<file path="src/rtl/bottle_fill_ctrl.sv">
`default_nettype none
// +------------------------------------------------------------------------+
// | Module   : bottle_fill_ctrl                                            |
// | Purpose  : Fills one bottle: counts synchronized pill pulses in BCD up |
// |            to the live maxH/maxL limit, then waits for bottle change.  |
// | Option   : define BOTTLE_TOTAL_EN to add the totH/totL bottle counter. |
// | Revision : 1.0 - initial release                                       |
// +------------------------------------------------------------------------+
module bottle_fill_ctrl #(
  parameter int SYNC_STAGES = 2
) (
  input  logic       CLK,
  input  logic       RST,
  input  logic       EN_work,
  input  logic       EN_set,
  input  logic       pill,
  input  logic       bottle_ack,
  input  logic [3:0] maxL,
  input  logic [3:0] maxH,
  output logic [3:0] cntL,
  output logic [3:0] cntH,
  output logic       valve,
  output logic       full,
  output logic [1:0] state
`ifdef BOTTLE_TOTAL_EN
  ,
  output logic [3:0] totL,
  output logic [3:0] totH
`endif
);

  typedef enum logic [1:0] {
    ST_IDLE = 2'b00,
    ST_FILL = 2'b01,
    ST_FULL = 2'b10
  } state_t;

  state_t                 r_state;
  logic [3:0]             r_cnt_l;
  logic [3:0]             r_cnt_h;
  logic                   r_valve;
  logic                   r_full;
  logic [SYNC_STAGES-1:0] r_pill_sync;
  logic [SYNC_STAGES-1:0] r_ack_sync;
  logic                   r_pill_d;
  logic                   r_ack_d;

  logic       w_pill_ev;
  logic       w_ack_ev;
  logic [3:0] w_lim_l;
  logic [3:0] w_lim_h;
  logic [6:0] w_lim;
  logic [6:0] w_cnt;
  logic [6:0] w_inc_val;
  logic [3:0] w_inc_l;
  logic [3:0] w_inc_h;
  logic       w_at_max;
  logic       w_go;
  logic       w_exit;
  logic       w_pill_inc;
  logic       w_to_full;

  // Both raw inputs are asynchronous: shift through SYNC_STAGES flops, then edge-detect
  always_ff @(posedge CLK or posedge RST) begin
    if (RST) begin
      r_pill_sync <= '0;
      r_ack_sync  <= '0;
      r_pill_d    <= 1'b0;
      r_ack_d     <= 1'b0;
    end else begin
      r_pill_sync <= {r_pill_sync[SYNC_STAGES-2:0], pill};
      r_ack_sync  <= {r_ack_sync[SYNC_STAGES-2:0], bottle_ack};
      r_pill_d    <= r_pill_sync[SYNC_STAGES-1];
      r_ack_d     <= r_ack_sync[SYNC_STAGES-1];
    end
  end

  assign w_pill_ev = r_pill_sync[SYNC_STAGES-1] & ~r_pill_d;
  assign w_ack_ev  = r_ack_sync[SYNC_STAGES-1] & ~r_ack_d;

  assign w_lim_l   = (maxL > 4'd9) ? 4'd9 : maxL;
  assign w_lim_h   = (maxH > 4'd9) ? 4'd9 : maxH;
  assign w_lim     = {3'b000, w_lim_h} * 7'd10 + {3'b000, w_lim_l};
  assign w_cnt     = {3'b000, r_cnt_h} * 7'd10 + {3'b000, r_cnt_l};
  assign w_inc_val = w_cnt + 7'd1;
  assign w_at_max  = (w_cnt == 7'd99);

  assign w_inc_l = (r_cnt_l == 4'd9) ? 4'd0 : r_cnt_l + 4'd1;
  assign w_inc_h = (r_cnt_l == 4'd9) ? r_cnt_h + 4'd1 : r_cnt_h;

  assign w_go   = EN_work & ~EN_set & (w_lim != 7'd0);
  assign w_exit = ~EN_work | EN_set;

  // A limit already met (lowered mid-fill, or resumed count) finishes without counting
  assign w_pill_inc = w_pill_ev & ~w_at_max & (w_cnt < w_lim);
  assign w_to_full  = (r_state == ST_FILL) & ~w_exit &
                      ((w_cnt >= w_lim) | (w_pill_inc & (w_inc_val >= w_lim)));

  always_ff @(posedge CLK or posedge RST) begin
    if (RST) begin
      r_state <= ST_IDLE;
      r_cnt_l <= 4'd0;
      r_cnt_h <= 4'd0;
      r_valve <= 1'b0;
      r_full  <= 1'b0;
    end else begin
      case (r_state)
        ST_IDLE: begin
          r_valve <= 1'b0;
          r_full  <= 1'b0;
          if (w_go) begin
            r_state <= ST_FILL;
            r_valve <= 1'b1;
          end
        end
        ST_FILL: begin
          if (w_exit) begin
            r_state <= ST_IDLE;
            r_valve <= 1'b0;
          end else begin
            if (w_pill_inc) begin
              r_cnt_l <= w_inc_l;
              r_cnt_h <= w_inc_h;
            end
            if (w_to_full) begin
              r_state <= ST_FULL;
              r_valve <= 1'b0;
              r_full  <= 1'b1;
            end
          end
        end
        ST_FULL: begin
          r_valve <= 1'b0;
          if (w_exit) begin
            r_state <= ST_IDLE;
            r_full  <= 1'b0;
          end else if (w_ack_ev) begin
            r_cnt_l <= 4'd0;
            r_cnt_h <= 4'd0;
            r_full  <= 1'b0;
            if (w_go) begin
              r_state <= ST_FILL;
              r_valve <= 1'b1;
            end else begin
              r_state <= ST_IDLE;
            end
          end
        end
        default: begin
          r_state <= ST_IDLE;
          r_valve <= 1'b0;
          r_full  <= 1'b0;
        end
      endcase
    end
  end

`ifdef BOTTLE_TOTAL_EN
  logic [3:0] r_tot_l;
  logic [3:0] r_tot_h;

  always_ff @(posedge CLK or posedge RST) begin
    if (RST) begin
      r_tot_l <= 4'd0;
      r_tot_h <= 4'd0;
    end else if (w_to_full) begin
      if (r_tot_l == 4'd9) begin
        r_tot_l <= 4'd0;
        r_tot_h <= (r_tot_h == 4'd9) ? 4'd0 : r_tot_h + 4'd1;
      end else begin
        r_tot_l <= r_tot_l + 4'd1;
      end
    end
  end

  assign totL = r_tot_l;
  assign totH = r_tot_h;
`endif

  assign cntL  = r_cnt_l;
  assign cntH  = r_cnt_h;
  assign valve = r_valve;
  assign full  = r_full;
  assign state = r_state;

endmodule
`default_nettype wire
</file>
<file path="config.mk">
export PLATFORM = sky130hd
export DESIGN_NAME = bottle_fill_ctrl
export DESIGN_NICKNAME = d
export VERILOG_FILES = /design/src/rtl/bottle_fill_ctrl.sv
export SDC_FILE = /design/constraint.sdc
export NUM_CORES = 1
export LEC_CHECK = 0
export BUFFER_PORTS_ARGS = -buffer_cell sky130_fd_sc_hd__buf_2
export CAP_MARGIN = 40
export CORE_ASPECT_RATIO = 0.9
export CORE_MARGIN = 2
export CORE_UTILIZATION = 55
export DETAILED_ROUTE_END_ITERATION = 8
export GPL_ROUTABILITY_DRIVEN = 0
export PLACE_DENSITY = 0.77
export REMOVE_ABC_BUFFERS = 1
export SLEW_MARGIN = 20
export SYNTH_ARGS = -nofsm -noshare
export SYNTH_HDL_FRONTEND = slang
export SYNTH_SLANG_ARGS = --single-unit
export TNS_END_PERCENT = 30
</file>
<file path="constraint.sdc">
create_clock -name CLK -period 4.8 [get_ports CLK]
set_input_delay 0 -clock CLK [delete_from_list [all_inputs] [get_ports CLK]]
set_output_delay 0 -clock CLK [all_outputs]
set_load 0.01 [all_outputs]
</file>
Word level (Yosys, flattened, before mapping):

Cells that the tools add are included.

* add/subtract/negate cells: 5
* $mul: 2
* multiplexer cells: 30
* eq/ne operators: 13
* bitwise operators: 17
* magnitude comparators: 5
* reductions and logical operators: 7

Operators by type and width (count)
* $mux W4: 10
* $pmux W4 S2: 2
* $add A7 B4 Y7: 2
* $ge A7 B7 Y1: 2
* $ne A2 B2 Y1 const B: 7
* $mul A4 B3 Y6 const B: 2
* $mux W1: 10
* $mux W2: 5
* $and A1 B1 Y1: 9
* $add A4 B1 Y4 const B: 2
* $gt A4 B4 Y1 const B: 2
* $add A7 B1 Y7 const B: 1
* $eq A7 B7 Y1 const B: 1
* $lt A7 B7 Y1: 1
* $reduce_bool A7 Y1: 1
* $ne A3 B3 Y1 const B: 2
* $not A1 Y1: 6
* $pmux W2 S3: 1
* $reduce_and A3 Y1: 2
* $reduce_and A6 Y1: 1
* $reduce_and A5 Y1: 1
* $eq A4 B4 Y1 const B: 1
* $pmux W1 S3: 1
* $eq A2 B1 Y1 const B: 1
* 5 further kinds: 6

* flip-flop bits (word level): 18
* logic and storage cells: 88
* bits of input ports: 14
* output and inout bits: 12

Longest topological paths before layout:

Gate-level depths: netlist of the first run.

* word-level depth: 12
* mapped depth: 16
* mapped depth without buffers: 16

Least setup slack after synthesis of the first run:

OpenSTA, ideal clock, no wires.

* kind: register to register
* from: register r_cnt_h[1], in the netlist cntH[1]
* to: register r_cnt_h[3], in the netlist cntH[3]
* library setup time: 0.077 ns
* arrival time: 3.534 ns
* path buffers: 0
* slack: 1.188 ns
* stages on the path, launching flop included: 15
* period minus slack after synthesis: 3.612 ns
* required time: 4.723 ns
* cells stage by stage: dfrtp_1 ha_1 ha_1 fa_1 inv_1 o211a_1 nor2_1 inv_1 ha_1 o21ai_0 o21bai_1 nor4b_4 a31oi_4 or4_1 a21oi_1

* cells in the longest elaborated chain, start to end: 8
* elaborated cells on any way between the ends: 14
* those cells by class: 2 x add/sub; 1 x mul; 1 x order compare; 2 x eq/ne; 4 x mux; 3 x bitwise; 1 x reduce/logical

RTL lines
* start, declared: line 40 `logic [3:0] r_cnt_h;`
* start signal, assigned: line 123 `r_cnt_h <= w_inc_h;`
* branches (longest 8 deep; another with $add A7 B4 Y7)

Parallel ways; which one is timed is not known. The select of a mux whose other input is x is not followed.
A chain may end at the register's enable or synchronous reset.

Worst setup path after layout of the first run:

* from: register r_cnt_h[3], in the netlist cntH[3]
* to: register r_cnt_h[3], in the netlist cntH[3]

The elaborated chain is that of the path after synthesis.

==> results of run 1 <==
## layout make-up
| type | instances | share of cell area |
|---|---|---|
| Multi-Input combinational cell | 154 | 0.624 |
| Sequential cell | 18 | 0.213 |
| Timing Repair Buffer | 29 | 0.0759 |
| Inverter | 20 | 0.0356 |
| Clock buffer | 4 | 0.0261 |
| Tap cell | 42 | 0.0249 |
## registers in the layout (all words and copies together), names as in the netlist
| register | count |
|---|---|
| r_ack_d | 1 |
| full | 1 |
| r_pill_d | 1 |
| cntH | 4 |
| cntL | 4 |
| state | 2 |
| valve | 1 |
| r_ack_sync | 2 |
| r_pill_sync | 2 |
## cells by family (layout without fill, tap and decap cells)
family / after synthesis / count (layout) / share of synthesized area
flip-flops: 18 / 18 / 0.243
XOR/XNOR: 15 / 15 / 0.0784
other: 1 / 1 / 0.00203
adder cells (fa/ha/maj): 34 / 34 / 0.246
multiplexers: 2 / 2 / 0.0135
AND/OR/NAND/NOR: 53 / 53 / 0.176
buffers and inverters: 22 / 53 / 0.0446
AO/OA/AOI/OAI: 49 / 49 / 0.196
## synth_stat cells, types with 2 or more instances
master / n / area (um^2)
nand2b_1: 8 / 50.1
clkbuf_1: 2 / 7.51
nor2b_1: 10 / 62.6
a21o_1: 4 / 30.0
and3_1: 3 / 18.8
a21oi_1: 15 / 75.1
o31ai_1: 4 / 30.0
nor3_1: 3 / 15.0
inv_1: 20 / 75.1
xor2_1: 3 / 26.3
ha_1: 30 / 375
o21bai_1: 2 / 15.0
or2_2: 2 / 12.5
o21ai_0: 7 / 35.0
nand3_1: 7 / 35.0
xnor2_1: 11 / 96.3
nand2_1: 4 / 15.0
dfrtp_1: 18 / 450
a211oi_2: 2 / 25.0
o211ai_1: 2 / 15.0
fa_1: 4 / 80.1
or4_1: 5 / 37.5
nor2_1: 5 / 18.8
## worst max-delay path: stages (launching register included)
cell     delay (ns)
dfrtp_1        0.46
ha_1           0.32
ha_1           0.22
fa_1           0.54
inv_1          0.08
nor3_1         0.28
xnor2_1        0.23
ha_1           0.31
nand4_1        0.13
a21oi_1        0.08
nor4b_4        0.42
a31oi_4        0.17
or4_1          0.49
a21oi_1        0.17
## metrics by stage
step	std cells	util
global route	267	0.673
finish	267	0.673
CTS	267	0.673
detailed placement	260	0.646
global placement	259	0.644
floorplan	192	-
## worst min-delay path by stage
stage / endpoint / cells after the start
after CTS: full / 3
after global routing: full / 3
final: full / 3
after global placement: r_ack_sync[0] / 2
after detailed placement: r_ack_sync[0] / 1
after floorplan: cntH[0] / 1
## power groups by stage
stage	Clock (mW)	Sequential [mW]	Combinational, mW
after CTS	0.125	0.245	1.02
after global placement	0	0.244	0.960
after global routing	0.131	0.253	1.16
final	0.125	0.246	1.03
after detailed placement	0	0.248	1.02
after floorplan	0	0.248	0.767
## layer usage
metal	vias up	wire length, um	track usage
li1	762	-	-
met1	725	1810	0.307
met2	33	1970	0.414
met3	4	186	0.0342
met4	0	37	0.0476
met5	-	0	0
==> results.cfg, run 1 <==
[timing]
fin_crit_ns = 3.99
finalSetupViolations = 0
finClkSkew_ns = 0.00446
rsz0062_at_grt = false
fmax_mhz = 251
fin_crit_sh = 0.830
worstMarginPinSlew_ns = 0.700
finalSetupTns_ns = 0
fin_ws_ns = 0.815
hold_viol = 0
holdWs_ns = 0.119
maxSlewViolCount = 0
maxSlewHeadroom = 0.533

[cts]
hold_buffers = 3
clockBufferDepth = 2
cts-buffers-inserted = 3
clock_sink_count = 18
cts-root-buf = clkbuf_8
htree_num_levels = 1
clk_pin_slew_worst_paths_ns = 0.07
clk_latency_ns = 0.25
cts_tree = built
cts_setup_buffers = 0
post_cts_resize_count = 0

[floorplan]
dieWidth_um = 65.1
die_height_um = 59.0
start_util = 0.590
dieArea_mm2 = 0.00385
rows = 19
fp.coreArea_mm2 = 0.00314
ioPinCount = 26

[setup_path]
crit_type = reg -> reg
endpoint = cntH[3]
worstPathMaxFanout = 6
endpoint_kind = register
start_kind = register
r2r_end = cntH[3]
reg2reg_from = cntH[3]
worstRegToRegCells = 13
required_ns = 4.98
crit_start = cntH[3]
ff2ff_setup_slack_ns = 0.81
cp_data_arrival_time_ns = 4.16

[logic_synthesis]
syn_area_per_cell_um2 = 9.54
ys_ff_latch = 18
yosysWarnings = 0
synth_edf_count = 0
syn-instance-count = 194
syn_area_mm2 = 0.00185
ys_seq_area_frac = 0.243
synth.distinct_cells = 46
synthFlopType = dfrtp_1
async_reset_ff_frac = 1.00

[final_layout]
multi_input_area_mm2 = 0.00132
layout_commonest_cell = ha_1
nNetsFinal = 274
layout_common_cells = 30 x ha_1, 26 x buf_2, 20 x inv_1
synthToLayoutAreaGrowth_pct = 14.1
drive_above_1_share = 0.187
fillers = 273
n_antenna_cell = 0
fin_area_mm2 = 0.00211
seq_area_um2 = 450

[min_path]
worstHoldStart = EN_work
holdCritPathClass = in -> reg

[job]
cap_violations = 0

[grt]
grt_overflow = 0
antenna_found_initial = 0
grt_pass1_wl_um = 6850
grt_max_degree = 19
track_usage = 0.233
grt_pass1_vias = 1551

[power_and_ir_drop]
ir_drop_uv = 358
comb_power_share = 0.735
power.switching_mw = 0.699
p_int_mw = 0.701
p_total_mw = 1.40
pwr-share-seq = 0.175
power.leakage_nw = 1.02
power_density_mw_per_mm2 = 663
swShare = 0.499
power_frac_clock = 0.089

[routing]
ant_nets = 0
drc_errors = 0
viasPerCell = 5.71
drtPass1Iterations = 4
vias = 1524
wl_per_cell_um = 15.0
routed_wl_um = 4010
drt_iter0_drc = 54

[placement]
io_buffers = 25
pre_cts_slack_ns = 0.826
dpl-instance-area_mm2 = 0.00203
post-dp-hpwl_um = 3270

[outcome]
outcome = finished, final reports clean
(Power assumes the default switching activity.)
==> run 2, diff against run 1 <==
==> constraint.sdc (replaced) <==
create_clock -name CLK -period 3.9 [get_ports CLK]
set_input_delay 0 -clock CLK [delete_from_list [all_inputs] [get_ports CLK]]
set_output_delay 0 -clock CLK [all_outputs]
set_load 0.01 [all_outputs]
==> run 2 against run 1 <==
Effect of this change:
- global-route usage up 1.8 points
- sequential share of layout area down 0.90 points
- combinational power up 42%
- clock skew about the same
- first-iteration DRC count up 69%
- maximum frequency up 4.4%
- worst setup slack worse by 0.73 ns
- sequential power up 22%
- cell count up 2.6%
- non-clock buffer count up 7
- critical endpoint is now cntL[3]
- largest power group unchanged
==> results.cfg, run 2 (same netlist as run 1, synthesis figures left out) <==
[final_layout]
drive_above_1_share = 0.254
layout_common_cells = 30 x ha_1, 26 x buf_2, 19 x inv_1
fin_util = 0.704
layout_commonest_cell = ha_1
n_antenna_cell = 0
nNetsFinal = 281
instances_no_fill = 274
synthToLayoutAreaGrowth_pct = 19.4
fin_area_mm2 = 0.00221

[routing]
viasPerCell = 5.89
drc_errors = 0
vias = 1614
routed_wl_um = 4490
ant_nets = 0
drt_iter0_drc = 91
wl_per_cell_um = 16.4
drtPass1Iterations = 4

[floorplan]
dieWidth_um = 65.1
fp.coreArea_mm2 = 0.00314
ioPinCount = 26
die_height_um = 59.0
dieArea_mm2 = 0.00385
start_util = 0.590
rows = 19

[cts]
clk_latency_ns = 0.26
cts-root-buf = clkbuf_8
cts-buffers-inserted = 3
htree_num_levels = 1
cts_tree = built
clk_pin_slew_worst_paths_ns = 0.07
clock_sink_count = 18
clockBufferDepth = 2

[timing]
holdWs_ns = 0.0889
fin_ws_ns = 0.0821
hold_viol = 0
fin_crit_sh = 0.979
finClkSkew_ns = 0.00403
finalSetupViolations = 0
fmax_mhz = 262
finalSetupTns_ns = 0
fin_crit_ns = 3.82
worstMarginPinSlew_ns = 0.671
maxSlewViolCount = 0
maxSlewHeadroom = 0.548

[setup_path]
path_depth = 13
endpoint_kind = register
worstRegToRegCells = 13
crit_type = reg -> reg
cp_cell_sequence = ha_1 -> ha_1 -> a21oi_1 -> xnor2_2 -> inv_1 -> ha_1 -> a211oi_2 -> o21bai_2 -> nor4b_4 -> buf_4 -> a21oi_2 -> or4_4 -> a21oi_1
cp_data_arrival_time_ns = 4.00
start_kind = register
required_ns = 4.09
crit_top_cell = ha_1
worstPathMaxFanout = 8
path_buf_inv = 2
crit_slowest_cell = or4_4
max_stage_delay_ns = 0.50
path_delay_family = adder cells

[power_and_ir_drop]
p_total_mw = 1.91
power_density_mw_per_mm2 = 866
power.leakage_nw = 1.08
ir_drop_uv = 433

[grt]
grt_max_degree = 19
grt_pass1_wl_um = 7390
grt_pass1_vias = 1613
antenna_found_initial = 0
track_usage = 0.252
grt_overflow = 0

[min_path]
holdPathStages = 3
holdCritPathClass = in -> reg

[placement]
place_inst = 262
post-dp-hpwl_um = 3450
dpl-instance-area_mm2 = 0.00204
pre_cts_slack_ns = -0.00402
io_buffers = 25

[job]
cap_violations = 0

[outcome]
outcome = finished, final reports clean
==> run 2: cell type report <==
type                    instances  area, um^2
multi-input cells             154        1360
fillers                       260         928
flip-flops and latches         18         452
repair buffers                 36         213
inverters                      20        75.1
clock buffers                   4        55.1
well taps                      42        52.6
==> run 2: worst paths after layout <==
| path | from | end | slack [ns] |
|---|---|---|---|
| worst max register to register | cntH[0] | cntL[3] | 0.08 |
| min in group asynchronous | RST | state[1] | 0.39 |
| worst min-delay path | EN_work | full | 0.09 |
| worst min register to register | r_ack_sync[0] | r_ack_sync[1] | 0.36 |
| max in group asynchronous | RST | cntH[1] | 3.05 |
| worst max-delay path | cntH[0] | cntL[3] | 0.08 |
==> run 2: routing by layer <==
layer | GRT usage | wire length [um] | up-vias
li1 | - | - | 778
met2 | 0.448 | 2210 | 46
met3 | 0.0342 | 197 | 10
met1 | 0.327 | 2020 | 780
met4 | 0.0655 | 61 | 0
met5 | 0 | 0 | -
==> run 2: timing repair <==
action | in CTS | in global routing
hold buffers | 3 | 0
resized for setup | 0 | 12
setup buffers | 2 | 3
endpoints found under the hold margin | 20 | 0
pin swaps | 1 | 5
endpoints found under the setup margin | 1 | 8
gates cloned | 0 | 0
==> run 2: power breakdown <==
group          internal (mW)  switching, mW
registers              0.230         0.0690
logic                  0.631          0.827
clock network         0.0898         0.0661
total                  0.950          0.963
==> run 2: worst register-to-register path, stage by stage (launching register included) <==
cell and delay (ns):
dfrtp_1 0.45, ha_1 0.33, ha_1 0.37, a21oi_1 0.40, xnor2_2 0.19, inv_1 0.11
ha_1 0.33, a211oi_2 0.25, o21bai_2 0.12, nor4b_4 0.26, buf_4 0.18, a21oi_2 0.10
or4_4 0.50, a21oi_1 0.16
==> run 3, diff against run 2 <==
--- a/config.mk
+++ b/config.mk
@@ -12,7 +12,7 @@
 export CORE_UTILIZATION = 55
 export DETAILED_ROUTE_END_ITERATION = 8
 export GPL_ROUTABILITY_DRIVEN = 0
-export PLACE_DENSITY = 0.77
+export PLACE_DENSITY_LB_ADDON = 0.25
 export REMOVE_ABC_BUFFERS = 1
 export SLEW_MARGIN = 20
 export SYNTH_ARGS = -nofsm -noshare
==> run 3 against run 2 <==
Effect of this change:
- cell count increased by 1.5%
- maximum frequency increased by 0.38%
- sequential power decreased by 2%
- critical path depth increased by 2
- register-to-register slack about the same
- clock power about the same
- critical endpoint is now cntH[3]
- largest power group unchanged
- sequential share of layout area decreased by 0.41 points
- via count increased by 4.4%
- non-clock buffer count increased by 4
==> results.cfg, run 3 (same netlist as run 1, synthesis figures left out) <==
[outcome]
outcome = finished, final reports clean

[final_layout]
nNetsFinal = 285
drive_above_1_share = 0.280
fillers = 242
layout_common_cells = 28 x ha_1, 26 x buf_2, 19 x inv_1
n_antenna_cell = 0
layout_commonest_cell = ha_1
fin_util = 0.719
fin_area_mm2 = 0.00225
synthToLayoutAreaGrowth_pct = 21.8

[power_and_ir_drop]
ir_drop_uv = 568
power.leakage_nw = 1.10
power_density_mw_per_mm2 = 867

[cts]
htree_num_levels = 1
clock_sink_count = 18
cts_tree = built
clk_pin_slew_worst_paths_ns = 0.07
cts-root-buf = clkbuf_8
clockBufferDepth = 2
clk_latency_ns = 0.26
cts-buffers-inserted = 3

[placement]
dpl-instance-area_mm2 = 0.00206
post-dp-hpwl_um = 3530
io_buffers = 25

[routing]
drc_errors = 0
vias = 1685
ant_nets = 0
routed_wl_um = 4570
drtPass1Iterations = 4
drt_iter0_drc = 54
wl_per_cell_um = 16.4
viasPerCell = 6.06

[timing]
fin_crit_sh = 0.975
maxSlewViolCount = 0
worstMarginPinSlew_ns = 0.691
fin_crit_ns = 3.80
finalSetupViolations = 0
hold_viol = 0
finClkSkew_ns = 0.000804
fmax_mhz = 263
maxSlewHeadroom = 0.534

[min_path]
holdPathEnd = full
worstHoldStart = EN_work
holdPathStages = 3
holdCritPathClass = in -> reg

[grt]
track_usage = 0.251
antenna_found_initial = 0
grt_max_degree = 19
grt_overflow = 0
grt_pass1_vias = 1649
grt_pass1_wl_um = 7490

[job]
cap_violations = 0

[setup_path]
crit_type = reg -> reg
r2r_end = cntH[3]
endpoint_kind = register
cp_data_arrival_time_ns = 3.99
worstPathMaxFanout = 5
required_ns = 4.09
worstRegToRegCells = 15
ff2ff_setup_slack_ns = 0.1
start_kind = register
reg2reg_from = cntH[1]

[floorplan]
dieArea_mm2 = 0.00385
die_height_um = 59.0
rows = 19
start_util = 0.590
dieWidth_um = 65.1
fp.coreArea_mm2 = 0.00314
ioPinCount = 26
## run 3: changes by cell type in the layout (fill, tap and decap cells not counted), sizes merged
cell and change:
buf +4
## run 3: where the power goes
part	total, mW	switching (mW)	internal, mW
Clock	0.154	0.0642	0.0898
Combinational	1.51	0.842	0.666
Sequential	0.292	0.0626	0.230
## run 3: worst max-delay path by stage
stage | from | endpoint | slack (ns) | cells after the start
3_3_place_gp | cntH[1] | cntL[3] | 0.19 | 14
2_1_floorplan | cntH[1] | cntH[3] | 0.29 | 14
6_report | cntH[1] | cntH[3] | 0.1 | 15
4_1_cts | cntH[1] | cntH[3] | 0.01 | 15
5_1_grt | cntH[0] | cntL[3] | -0.06 | 14
3_5_place_dp | cntH[1] | cntL[3] | -0.03 | 14
## run 3: final cells by class
| type | instances | area, um^2 | area share |
|---|---|---|---|
| Tap cell | 42 | 52.6 | 0.0233 |
| Timing Repair Buffer | 40 | 243 | 0.108 |
| Sequential cell | 18 | 452 | 0.200 |
| Clock buffer | 4 | 55.1 | 0.0244 |
| Multi-Input combinational cell | 154 | 1380 | 0.611 |
| Inverter | 20 | 75.1 | 0.0333 |
## run 3: routing by layer
layer | vias to the layer above | share of wire | track usage
met5 | - | 0 | 0
met4 | 0 | 0.025 | 0.0893
met3 | 15 | 0.048 | 0.0209
met2 | 57 | 0.49 | 0.421
met1 | 828 | 0.43 | 0.347
li1 | 785 | - | -
## run 3: worst max-delay path, cell delays in order, from the launching register on
cell and delay (ns):
dfrtp_2 0.45, ha_4 0.25, ha_2 0.18, fa_1 0.59, inv_2 0.08, o211a_1 0.18, nor2_4 0.15, inv_1 0.07
ha_1 0.31, o21ai_2 0.15, o21bai_2 0.11, nor4b_4 0.27, buf_4 0.18, a31oi_4 0.11, or4_4 0.50, a21oi_2 0.15
## run 3: what timing repair did
| item | CTS | global route |
|---|---|---|
| buffers inserted | 3 | 4 |
| hold buffers | 3 | 0 |
| pin swaps | 1 | 5 |
| setup endpoints to repair | 4 | 9 |
| resized for setup | 1 | 14 |
| endpoints found under the hold margin | 20 | 0 |
## run 3: per-stage QoR
step           power [mW]  worst slack [ns]  hold WS [ns]  instances  setup TNS, ns
6_report             1.95            0.0965        0.0880        278              0
2_1_floorplan        1.25             0.287       -0.0614        192              0
5_1_grt              2.13           -0.0566         0.141        278         -0.105
3_5_place_dp         1.59           -0.0328         0.110        264        -0.0586
3_3_place_gp         1.49             0.186         0.110        263              0
4_1_cts              1.78            0.0146        0.0896        274              0
